### config.mk
export PLATFORM = sky130hd
export DESIGN_NAME = id_fwd_stage_flat
export DESIGN_NICKNAME = d
export VERILOG_FILES = /design/src/rtl/id_fwd_stage_pkg.sv /design/src/rtl/id_fwd_stage_if.sv /design/src/rtl/id_fwd_mux.sv /design/src/rtl/id_fwd_stage.sv /design/src/flat_wrapper.sv
export SDC_FILE = /design/constraint.sdc
export NUM_CORES = 1
export LEC_CHECK = 0
export CORE_MARGIN = 3
export CORE_UTILIZATION = 41
export DETAILED_ROUTE_END_ITERATION = 16
export PLACE_DENSITY_LB_ADDON = 0.1
export SLEW_MARGIN = 25
export SYNTH_ARGS = -nofsm -noshare
export SYNTH_HDL_FRONTEND = slang
export SYNTH_SLANG_ARGS = --single-unit
### constraint.sdc
create_clock -name clk -period 3.5 [get_ports clk]
set_input_delay 0.7 -clock clk [delete_from_list [all_inputs] [get_ports clk]]
set_output_delay 0.7 -clock clk [all_outputs]
set_load 0.01 [all_outputs]
### src/rtl/id_fwd_stage_pkg.sv
// Shared decode constants for the ID stage: opcodes, function codes, ALU op/select encodings.
package id_fwd_stage_pkg;

  typedef logic [7:0] alu_op_t;
  typedef logic [2:0] alu_sel_t;

  localparam logic [5:0] OP_SPECIAL = 6'b000000;
  localparam logic [5:0] OP_ORI     = 6'b001101;
  localparam logic [5:0] OP_ANDI    = 6'b001100;
  localparam logic [5:0] OP_XORI    = 6'b001110;
  localparam logic [5:0] OP_LUI     = 6'b001111;
  localparam logic [5:0] OP_ADDIU   = 6'b001001;
  localparam logic [5:0] OP_SLTI    = 6'b001010;
  localparam logic [5:0] OP_SLTIU   = 6'b001011;
  localparam logic [5:0] OP_PREF    = 6'b110011;

  localparam logic [5:0] FN_AND  = 6'b100100;
  localparam logic [5:0] FN_OR   = 6'b100101;
  localparam logic [5:0] FN_XOR  = 6'b100110;
  localparam logic [5:0] FN_NOR  = 6'b100111;
  localparam logic [5:0] FN_SLLV = 6'b000100;
  localparam logic [5:0] FN_SRLV = 6'b000110;
  localparam logic [5:0] FN_SRAV = 6'b000111;
  localparam logic [5:0] FN_SLL  = 6'b000000;
  localparam logic [5:0] FN_SRL  = 6'b000010;
  localparam logic [5:0] FN_SRA  = 6'b000011;
  localparam logic [5:0] FN_SYNC = 6'b001111;
  localparam logic [5:0] FN_ADDU = 6'b100001;
  localparam logic [5:0] FN_SUBU = 6'b100011;
  localparam logic [5:0] FN_SLT  = 6'b101010;
  localparam logic [5:0] FN_SLTU = 6'b101011;

  localparam alu_op_t EXE_NOP_OP  = 8'b00000000;
  localparam alu_op_t EXE_AND_OP  = 8'b00100100;
  localparam alu_op_t EXE_OR_OP   = 8'b00100101;
  localparam alu_op_t EXE_XOR_OP  = 8'b00100110;
  localparam alu_op_t EXE_NOR_OP  = 8'b00100111;
  localparam alu_op_t EXE_SLL_OP  = 8'b01111100;
  localparam alu_op_t EXE_SRL_OP  = 8'b00000010;
  localparam alu_op_t EXE_SRA_OP  = 8'b00000011;
  localparam alu_op_t EXE_ADD_OP  = 8'b00100001;
  localparam alu_op_t EXE_SUB_OP  = 8'b00100011;
  localparam alu_op_t EXE_SLT_OP  = 8'b00101010;
  localparam alu_op_t EXE_SLTU_OP = 8'b00101011;

  localparam alu_sel_t EXE_RES_NOP   = 3'b000;
  localparam alu_sel_t EXE_RES_LOGIC = 3'b001;
  localparam alu_sel_t EXE_RES_SHIFT = 3'b010;
  localparam alu_sel_t EXE_RES_ARITH = 3'b100;

endpackage

### src/rtl/id_fwd_stage_if.sv
// ID/EX pipeline boundary bundle; the ID stage drives it (master), EX consumes it (slave).
// Carries ex_inst_invalid_o only when ID_INVALID_TRAP_EN is defined.
interface id_fwd_stage_if
  import id_fwd_stage_pkg::*;
#(
  parameter int DATA_W = 32,
  parameter int REG_AW = 5
);
  logic              ex_valid_o;
  logic [31:0]       ex_pc_o;
  alu_op_t           ex_aluop_o;
  alu_sel_t          ex_alusel_o;
  logic [DATA_W-1:0] ex_reg1_o;
  logic [DATA_W-1:0] ex_reg2_o;
  logic [REG_AW-1:0] ex_wd_o;
  logic              ex_wreg_o;
`ifdef ID_INVALID_TRAP_EN
  logic              ex_inst_invalid_o;
`endif

  modport master (
    output ex_valid_o, ex_pc_o, ex_aluop_o, ex_alusel_o,
    output ex_reg1_o, ex_reg2_o, ex_wd_o, ex_wreg_o
`ifdef ID_INVALID_TRAP_EN
    , output ex_inst_invalid_o
`endif
  );

  modport slave (
    input ex_valid_o, ex_pc_o, ex_aluop_o, ex_alusel_o,
    input ex_reg1_o, ex_reg2_o, ex_wd_o, ex_wreg_o
`ifdef ID_INVALID_TRAP_EN
    , input ex_inst_invalid_o
`endif
  );
endinterface

### src/rtl/id_fwd_mux.sv
// Per-port operand select: immediate, lowest-index matching bypass source, or regfile data.
module id_fwd_mux #(
  parameter int FWD_SRCS = 2,
  parameter int DATA_W   = 32,
  parameter int REG_AW   = 5
) (
  input  logic                       read_i,
  input  logic [REG_AW-1:0]          addr_i,
  input  logic [DATA_W-1:0]          rf_data_i,
  input  logic [DATA_W-1:0]          imm_i,
  input  logic [FWD_SRCS-1:0]        fwd_we_i,
  input  logic [FWD_SRCS*REG_AW-1:0] fwd_wd_i,
  input  logic [FWD_SRCS*DATA_W-1:0] fwd_wdata_i,
  input  logic [FWD_SRCS-1:0]        fwd_ld_i,
  output logic [DATA_W-1:0]          data_o,
  output logic                       hit_load_o
);
  logic hit;

  always_comb begin
    data_o     = read_i ? rf_data_i : imm_i;
    hit_load_o = 1'b0;
    hit        = 1'b0;
    // $0 is hard-wired, so a write to it must never shadow the regfile value
    if (read_i && (addr_i != '0)) begin
      for (int i = 0; i < FWD_SRCS; i++) begin
        if (!hit && fwd_we_i[i] && (fwd_wd_i[i*REG_AW +: REG_AW] == addr_i)) begin
          data_o     = fwd_wdata_i[i*DATA_W +: DATA_W];
          hit_load_o = fwd_ld_i[i];
          hit        = 1'b1;
        end
      end
    end
  end
endmodule

### src/rtl/id_fwd_stage.sv
// MIPS decode with priority bypass, load-use interlock and registered ID/EX boundary.
// ID_INVALID_TRAP_EN: undecodable valid instructions pass to EX flagged instead of becoming bubbles.
module id_fwd_stage
  import id_fwd_stage_pkg::*;
#(
  parameter int FWD_SRCS = 2,
  parameter int DATA_W   = 32,
  parameter int REG_AW   = 5
) (
  input  logic                       clk,
  input  logic                       rst,
  input  logic                       id_valid_i,
  input  logic [31:0]                pc_i,
  input  logic [31:0]                inst_i,
  input  logic [DATA_W-1:0]          reg1_data_i,
  input  logic [DATA_W-1:0]          reg2_data_i,
  output logic                       reg1_read_o,
  output logic                       reg2_read_o,
  output logic [REG_AW-1:0]          reg1_addr_o,
  output logic [REG_AW-1:0]          reg2_addr_o,
  input  logic [FWD_SRCS-1:0]        fwd_we_i,
  input  logic [FWD_SRCS*REG_AW-1:0] fwd_wd_i,
  input  logic [FWD_SRCS*DATA_W-1:0] fwd_wdata_i,
  input  logic [FWD_SRCS-1:0]        fwd_ld_i,
  input  logic                       stall_i,
  input  logic                       flush_i,
  output logic                       stall_req_o,
  id_fwd_stage_if.master             ex_if
);
  logic [5:0] op, funct;
  logic [4:0] sa;
  alu_op_t    aluop_c;
  alu_sel_t   alusel_c;
  logic       is_r3, is_shi, is_imm, is_nop, known_c, wreg_c, load_ok;
  logic [REG_AW-1:0] wd_c;
  logic [DATA_W-1:0] imm_c, opnd1, opnd2;
  logic       hit1_ld, hit2_ld;

  logic              valid_q, valid_d, wreg_q, wreg_d, inv_q, inv_d;
  logic [31:0]       pc_q, pc_d;
  alu_op_t           aluop_q, aluop_d;
  alu_sel_t          alusel_q, alusel_d;
  logic [DATA_W-1:0] reg1_q, reg1_d, reg2_q, reg2_d;
  logic [REG_AW-1:0] wd_q, wd_d;

  assign op          = inst_i[31:26];
  assign funct       = inst_i[5:0];
  assign sa          = inst_i[10:6];
  assign reg1_addr_o = REG_AW'(inst_i[25:21]);
  assign reg2_addr_o = REG_AW'(inst_i[20:16]);

  always_comb begin
    aluop_c  = EXE_NOP_OP;
    alusel_c = EXE_RES_NOP;
    imm_c    = '0;
    is_r3    = 1'b0;
    is_shi   = 1'b0;
    is_imm   = 1'b0;
    is_nop   = 1'b0;
    if (id_valid_i) begin
      case (op)
        OP_SPECIAL: begin
          if (sa == 5'd0) begin
            is_r3 = 1'b1;
            case (funct)
              FN_AND:  begin aluop_c = EXE_AND_OP;  alusel_c = EXE_RES_LOGIC; end
              FN_OR:   begin aluop_c = EXE_OR_OP;   alusel_c = EXE_RES_LOGIC; end
              FN_XOR:  begin aluop_c = EXE_XOR_OP;  alusel_c = EXE_RES_LOGIC; end
              FN_NOR:  begin aluop_c = EXE_NOR_OP;  alusel_c = EXE_RES_LOGIC; end
              FN_SLLV: begin aluop_c = EXE_SLL_OP;  alusel_c = EXE_RES_SHIFT; end
              FN_SRLV: begin aluop_c = EXE_SRL_OP;  alusel_c = EXE_RES_SHIFT; end
              FN_SRAV: begin aluop_c = EXE_SRA_OP;  alusel_c = EXE_RES_SHIFT; end
              FN_ADDU: begin aluop_c = EXE_ADD_OP;  alusel_c = EXE_RES_ARITH; end
              FN_SUBU: begin aluop_c = EXE_SUB_OP;  alusel_c = EXE_RES_ARITH; end
              FN_SLT:  begin aluop_c = EXE_SLT_OP;  alusel_c = EXE_RES_ARITH; end
              FN_SLTU: begin aluop_c = EXE_SLTU_OP; alusel_c = EXE_RES_ARITH; end
              FN_SYNC: begin is_r3 = 1'b0; is_nop = 1'b1; end
              default: is_r3 = 1'b0;
            endcase
          end
          // shift-immediate forms require rs == 0
          if (inst_i[25:21] == 5'd0) begin
            case (funct)
              FN_SLL: begin is_shi = 1'b1; aluop_c = EXE_SLL_OP; alusel_c = EXE_RES_SHIFT; end
              FN_SRL: begin is_shi = 1'b1; aluop_c = EXE_SRL_OP; alusel_c = EXE_RES_SHIFT; end
              FN_SRA: begin is_shi = 1'b1; aluop_c = EXE_SRA_OP; alusel_c = EXE_RES_SHIFT; end
              default: ;
            endcase
            if (is_shi) imm_c = DATA_W'(sa);
          end
        end
        OP_ORI:   begin is_imm = 1'b1; aluop_c = EXE_OR_OP;  alusel_c = EXE_RES_LOGIC;
                        imm_c = DATA_W'(inst_i[15:0]); end
        OP_ANDI:  begin is_imm = 1'b1; aluop_c = EXE_AND_OP; alusel_c = EXE_RES_LOGIC;
                        imm_c = DATA_W'(inst_i[15:0]); end
        OP_XORI:  begin is_imm = 1'b1; aluop_c = EXE_XOR_OP; alusel_c = EXE_RES_LOGIC;
                        imm_c = DATA_W'(inst_i[15:0]); end
        OP_LUI:   begin is_imm = 1'b1; aluop_c = EXE_OR_OP;  alusel_c = EXE_RES_LOGIC;
                        imm_c = {inst_i[15:0], {(DATA_W-16){1'b0}}}; end
        OP_ADDIU: begin is_imm = 1'b1; aluop_c = EXE_ADD_OP; alusel_c = EXE_RES_ARITH;
                        imm_c = {{(DATA_W-16){inst_i[15]}}, inst_i[15:0]}; end
        OP_SLTI:  begin is_imm = 1'b1; aluop_c = EXE_SLT_OP; alusel_c = EXE_RES_ARITH;
                        imm_c = {{(DATA_W-16){inst_i[15]}}, inst_i[15:0]}; end
        OP_SLTIU: begin is_imm = 1'b1; aluop_c = EXE_SLTU_OP; alusel_c = EXE_RES_ARITH;
                        imm_c = {{(DATA_W-16){inst_i[15]}}, inst_i[15:0]}; end
        OP_PREF:  is_nop = 1'b1;
        default:  ;
      endcase
    end
  end

  assign known_c     = is_r3 | is_shi | is_imm | is_nop;
  assign wreg_c      = is_r3 | is_shi | is_imm;
  assign wd_c        = is_imm ? REG_AW'(inst_i[20:16]) : (wreg_c ? REG_AW'(inst_i[15:11]) : '0);
  assign reg1_read_o = is_r3 | is_imm;
  assign reg2_read_o = is_r3 | is_shi;

  id_fwd_mux #(.FWD_SRCS(FWD_SRCS), .DATA_W(DATA_W), .REG_AW(REG_AW)) u_mux1 (
    .read_i(reg1_read_o), .addr_i(reg1_addr_o), .rf_data_i(reg1_data_i), .imm_i(imm_c),
    .fwd_we_i(fwd_we_i), .fwd_wd_i(fwd_wd_i), .fwd_wdata_i(fwd_wdata_i), .fwd_ld_i(fwd_ld_i),
    .data_o(opnd1), .hit_load_o(hit1_ld));

  id_fwd_mux #(.FWD_SRCS(FWD_SRCS), .DATA_W(DATA_W), .REG_AW(REG_AW)) u_mux2 (
    .read_i(reg2_read_o), .addr_i(reg2_addr_o), .rf_data_i(reg2_data_i), .imm_i(imm_c),
    .fwd_we_i(fwd_we_i), .fwd_wd_i(fwd_wd_i), .fwd_wdata_i(fwd_wdata_i), .fwd_ld_i(fwd_ld_i),
    .data_o(opnd2), .hit_load_o(hit2_ld));

  assign stall_req_o = hit1_ld | hit2_ld;

`ifdef ID_INVALID_TRAP_EN
  assign load_ok = id_valid_i;
`else
  assign load_ok = known_c;
`endif

  always_comb begin
    valid_d  = valid_q;
    pc_d     = pc_q;
    aluop_d  = aluop_q;
    alusel_d = alusel_q;
    reg1_d   = reg1_q;
    reg2_d   = reg2_q;
    wd_d     = wd_q;
    wreg_d   = wreg_q;
    inv_d    = inv_q;
    if (flush_i || (!stall_i && (stall_req_o || !load_ok))) begin
      valid_d  = 1'b0;
      pc_d     = '0;
      aluop_d  = EXE_NOP_OP;
      alusel_d = EXE_RES_NOP;
      reg1_d   = '0;
      reg2_d   = '0;
      wd_d     = '0;
      wreg_d   = 1'b0;
      inv_d    = 1'b0;
    end else if (!stall_i) begin
      valid_d  = 1'b1;
      pc_d     = pc_i;
      aluop_d  = aluop_c;
      alusel_d = alusel_c;
      reg1_d   = opnd1;
      reg2_d   = opnd2;
      wd_d     = wd_c;
      wreg_d   = wreg_c;
      inv_d    = !known_c;
    end
  end

  always_ff @(posedge clk or negedge rst) begin
    if (!rst) begin
      valid_q  <= 1'b0;
      pc_q     <= '0;
      aluop_q  <= EXE_NOP_OP;
      alusel_q <= EXE_RES_NOP;
      reg1_q   <= '0;
      reg2_q   <= '0;
      wd_q     <= '0;
      wreg_q   <= 1'b0;
      inv_q    <= 1'b0;
    end else begin
      valid_q  <= valid_d;
      pc_q     <= pc_d;
      aluop_q  <= aluop_d;
      alusel_q <= alusel_d;
      reg1_q   <= reg1_d;
      reg2_q   <= reg2_d;
      wd_q     <= wd_d;
      wreg_q   <= wreg_d;
      inv_q    <= inv_d;
    end
  end

  assign ex_if.ex_valid_o  = valid_q;
  assign ex_if.ex_pc_o     = pc_q;
  assign ex_if.ex_aluop_o  = aluop_q;
  assign ex_if.ex_alusel_o = alusel_q;
  assign ex_if.ex_reg1_o   = reg1_q;
  assign ex_if.ex_reg2_o   = reg2_q;
  assign ex_if.ex_wd_o     = wd_q;
  assign ex_if.ex_wreg_o   = wreg_q;
`ifdef ID_INVALID_TRAP_EN
  assign ex_if.ex_inst_invalid_o = inv_q;
`else
  logic unused_inv;
  assign unused_inv = inv_q;
`endif
endmodule

### src/flat_wrapper.sv
// flat-port wrapper written by rule: the top's interface ports become plain ports
module id_fwd_stage_flat import id_fwd_stage_pkg::*;
#(
  parameter int FWD_SRCS = 2,
  parameter int DATA_W   = 32,
  parameter int REG_AW   = 5
)
  (clk, rst, id_valid_i, pc_i, inst_i, reg1_data_i, reg2_data_i, reg1_read_o, reg2_read_o, reg1_addr_o, reg2_addr_o, fwd_we_i, fwd_wd_i, fwd_wdata_i, fwd_ld_i, stall_i, flush_i, stall_req_o, ex_if_ex_valid_o, ex_if_ex_pc_o, ex_if_ex_aluop_o, ex_if_ex_alusel_o, ex_if_ex_reg1_o, ex_if_ex_reg2_o, ex_if_ex_wd_o, ex_if_ex_wreg_o);
  id_fwd_stage_if #(.DATA_W(DATA_W), .REG_AW(REG_AW)) ex_if_i ();
  input  logic clk;
  input  logic rst;
  input  logic id_valid_i;
  input  logic [31:0] pc_i;
  input  logic [31:0] inst_i;
  input  logic [DATA_W-1:0] reg1_data_i;
  input  logic [DATA_W-1:0] reg2_data_i;
  output logic reg1_read_o;
  output logic reg2_read_o;
  output logic [REG_AW-1:0] reg1_addr_o;
  output logic [REG_AW-1:0] reg2_addr_o;
  input  logic [FWD_SRCS-1:0] fwd_we_i;
  input  logic [FWD_SRCS*REG_AW-1:0] fwd_wd_i;
  input  logic [FWD_SRCS*DATA_W-1:0] fwd_wdata_i;
  input  logic [FWD_SRCS-1:0] fwd_ld_i;
  input  logic stall_i;
  input  logic flush_i;
  output logic stall_req_o;
  output wire logic [$bits(ex_if_i.ex_valid_o)-1:0] ex_if_ex_valid_o;
  output wire logic [$bits(ex_if_i.ex_pc_o)-1:0] ex_if_ex_pc_o;
  output wire logic [$bits(ex_if_i.ex_aluop_o)-1:0] ex_if_ex_aluop_o;
  output wire logic [$bits(ex_if_i.ex_alusel_o)-1:0] ex_if_ex_alusel_o;
  output wire logic [$bits(ex_if_i.ex_reg1_o)-1:0] ex_if_ex_reg1_o;
  output wire logic [$bits(ex_if_i.ex_reg2_o)-1:0] ex_if_ex_reg2_o;
  output wire logic [$bits(ex_if_i.ex_wd_o)-1:0] ex_if_ex_wd_o;
  output wire logic [$bits(ex_if_i.ex_wreg_o)-1:0] ex_if_ex_wreg_o;
  assign ex_if_ex_valid_o = ex_if_i.ex_valid_o;
  assign ex_if_ex_pc_o = ex_if_i.ex_pc_o;
  assign ex_if_ex_aluop_o = ex_if_i.ex_aluop_o;
  assign ex_if_ex_alusel_o = ex_if_i.ex_alusel_o;
  assign ex_if_ex_reg1_o = ex_if_i.ex_reg1_o;
  assign ex_if_ex_reg2_o = ex_if_i.ex_reg2_o;
  assign ex_if_ex_wd_o = ex_if_i.ex_wd_o;
  assign ex_if_ex_wreg_o = ex_if_i.ex_wreg_o;
  id_fwd_stage #(.FWD_SRCS(FWD_SRCS), .DATA_W(DATA_W), .REG_AW(REG_AW)) u_core (.clk(clk), .rst(rst), .id_valid_i(id_valid_i), .pc_i(pc_i), .inst_i(inst_i), .reg1_data_i(reg1_data_i), .reg2_data_i(reg2_data_i), .reg1_read_o(reg1_read_o), .reg2_read_o(reg2_read_o), .reg1_addr_o(reg1_addr_o), .reg2_addr_o(reg2_addr_o), .fwd_we_i(fwd_we_i), .fwd_wd_i(fwd_wd_i), .fwd_wdata_i(fwd_wdata_i), .fwd_ld_i(fwd_ld_i), .stall_i(stall_i), .flush_i(flush_i), .stall_req_o(stall_req_o), .ex_if(ex_if_i));
endmodule
==> flow_summary.ini <==
[outcome]
status = completed

[routing]
dr_total_vias = 7362
detail_route.iter0.violations = 510
via_per_inst = 5.82
highest_layer = met5
postRouteAntennaNets = 0
routed_wirelength_um = 29000
wl_met1_um = 11200
first_pass_iters = 7
wl_met2_um = 14500
met3WireLength_um = 2660
wl_per_cell_um = 22.9
drc = 0

[sta]
setup_ws_ns = 0.0707
slew_headroom_pct = 56.9
maxSlewViolCount = 0
setup_violations = 0
finClkSkew_ns = 0
holdWs_ns = 0.379
max_freq_mhz = 292
report.final.hold_viol_count = 0
rsz0062_at_grt = no
worst_slew_pin_slew_ns = 0.647
tns_ns = 0
period_needed_ns = 3.43
period_share_pct = 98.0

[die]
core_um2 = 16100
die_w_um = 135
start_util_pct = 42.3
die_y_um = 135
rows = 46
dieArea_um2 = 18200
ios = 338

[setup_path]
endpoint = u_core.ex_if.ex_reg2_o[19]$_DFFE_PN0P_
ff2ff_path_depth = 1
worstSetupStartpointType = primary input
ff2ff_setup_slack_ns = 2.73
critPathCaptureType = register
setup.worst_path.start = inst_i[6]
path_class = primary input to register
slowest_stage = or4_4
path_delay_family = simple AND/OR/NAND/NOR gates
arrival_ns = 3.73
reg2reg_from = u_core.ex_if.ex_aluop_o[4]$_DFFE_PN0P_
required_ns = 3.80
max_stage_delay_ns = 0.57
critical_path.max_fanout = 23
crit_cells = 11
crit_path_frequent_cell = buf_4
crit_chain = clkdlybuf4s50_1, or4_4, or4_1, nor4_2, buf_4, a41oi_1, a211o_1, nor2_4, buf_4, buf_12, a32o_1
cp.buffers_inverters = 4
r2r-end = u_core.ex_if.ex_aluop_o[4]$_DFFE_PN0P_

[place]
gp_congestion = 0.924
dpl.hpwl_um = 22400
portBuffers = 336
pre_cts_slack_ns = -0.272
place_area_um2 = 11000

[synth]
synthesis.area_um2 = 6800
async_flop_share_pct = 100
synth_flop_cell = dfrtp_1
synthCells = 668
yosys_warnings = 0
postSynthAreaPerCell_um2 = 10.2
synth.area.top_cells = dfrtp_1 41%, mux2i_1 14%, a22o_1 12%
postSynthNetCount = 879
synth.distinct_cells = 63
yosysTopAreaCell = dfrtp_1
ys_ff_latch = 112
synth_edf_count = 0
synth_top_area_share_pct = 41.2
seq_area_frac_synth_pct = 41.2

[cells_and_area]
drive_gt1_share_pct = 13.1
fin_area_um2 = 11400
final_nets = 1256
diodes = 0
synthToLayoutAreaGrowth_pct = 67.7

[worst_hold_path]
hold_path.class = primary input to async pin

[global_route]
overflow = 0
grt_pass1_wl_um = 44000
grt_antenna_before_repair = 1
grt_pass1_vias = 7867
grt_max_degree = 113
grt_use_total_pct = 31.1

[clock_tree]
cts_tree = done
insertion_delay_ns = 0.36
numCtsBuffers = 9
htree_levels = 3
clkTransAtPathRegs_ns = 0.08
clock-sinks = 112
cts_root_buffer = clkbuf_16
clk_path_buf_depth = 2
cts_hold_buffers = 0

[job]
cap_violations = 0

[power]
power_density_nw_per_um2 = 267
ir_drop_mv = 0.271
p_leak_nw = 5.09
## worst min path at each step
stage                                        start                                      to  cells after the start
3_3_place_gp   u_core.ex_if.ex_valid_o$_DFFE_PN0P_     u_core.ex_if.ex_valid_o$_DFFE_PN0P_                      1
3_5_place_dp   u_core.ex_if.ex_valid_o$_DFFE_PN0P_     u_core.ex_if.ex_valid_o$_DFFE_PN0P_                      1
5_1_grt                                        rst    u_core.ex_if.ex_pc_o[29]$_DFFE_PN0P_                      2
4_1_cts                                        rst    u_core.ex_if.ex_pc_o[29]$_DFFE_PN0P_                      2
6_report                                       rst    u_core.ex_if.ex_pc_o[30]$_DFFE_PN0P_                      2
2_1_floorplan                                  rst  u_core.ex_if.ex_aluop_o[0]$_DFFE_PN0P_                      0
## placed cells by master (no fill, tap or decap), types with 3 or more instances in the layout
master           Yosys  final
dfrtp_1            112    112
a22o_1              93     93
a22oi_1             21     21
nand3_1              8      6
buf_12               0     12
nor4_1               6      4
nor2_1              14     13
mux2i_1             97     97
xor2_1              11     11
nand2b_1             4      4
clkbuf_16            0     10
xnor2_1              9      9
and3_1               4      4
a2bb2oi_1           20     20
o21ai_0             20     19
inv_1                3      3
nand2_1             90     90
nand4_1              3      3
buf_4               16     87
clkdlybuf4s50_1      0    332
and2_1               3      3
a32o_1              23     23
a21oi_1              7      5
o31ai_1              4      4
or4_1                5      3
## area by class of cell
cell class / instances / area [um2]
Clock inverter: 7 / 103
Timing Repair Buffer: 436 / 4280
Multi-Input combinational cell: 483 / 3700
Tap cell: 216 / 270
Sequential cell: 112 / 2800
Clock buffer: 9 / 225
Inverter: 3 / 11.3
Fill cell: 1203 / 4660
## sequential cells by signal (all words and copies together), names as in the netlist
name	count
u_core.ex_if.ex_reg1_o	32
u_core.ex_if.ex_pc_o	32
u_core.ex_if.ex_wd_o	5
u_core.ex_if.ex_aluop_o	6
u_core.ex_if.ex_reg2_o	32
u_core.ex_if.ex_alusel_o	3
u_core.ex_if.ex_valid_o	1
u_core.ex_if.ex_wreg_o	1
## per-stage QoR
step	power, W	utilization, %	std cells
2_1_floorplan	0.00148	-	668
3_3_place_gp	0.00190	68.3	1243
3_5_place_dp	0.00191	68.3	1243
4_1_cts	0.00305	70.7	1263
5_1_grt	0.00314	71.0	1266
6_report	0.00304	71.0	1266
## what timing repair did
item	CTS	global route
setup buffers	4	2
resized for setup	12	4
setup endpoints to repair	3	6
gates cloned	0	1
pin swaps	3	4
## where the power goes
group          internal (W)  total [W]  leakage (nW)  switching, W
Clock              0.000588    0.00115         0.160      0.000559
Sequential          0.00130    0.00130          1.56    0.00000230
Combinational      0.000342   0.000591          3.36      0.000250
Total               0.00223    0.00304          5.09      0.000811
## synth_stat cells (all sizes together), types with 2 or more instances
cell and number:
dfrtp 112, mux2i 97, a22o 93, nand2 90
buf 35, clkbuf 35, a32o 23, a22oi 21
o21ai 21, a2bb2oi 20, nor2 15, xor2 11
xnor2 9, a21oi 8, nand3 8, nor4 7
or4 5, and2 4, and3 4, nand2b 4
nor3 4, o31ai 4, inv 3, nand4 3
a211o 2, nor2b 2
## metal layers
metal	track usage, %	vias up
li1	-	3290
met1	36.9	3611
met2	54.3	393
met3	10.2	66
met4	8.60	2
met5	0	-
## cell families after synthesis
family	Yosys count	share of synthesized area [%]
AOI/OAI and AO/OA	209	25.3
and+or+nand+nor	154	11.0
xor gates and xnor gates	20	2.58
DFF	112	41.2
muxes	98	14.5
adders and majority gates	1	0.147
buffers and inverters	73	5.27
other	1	0.0552
(Power assumes the default switching activity.)
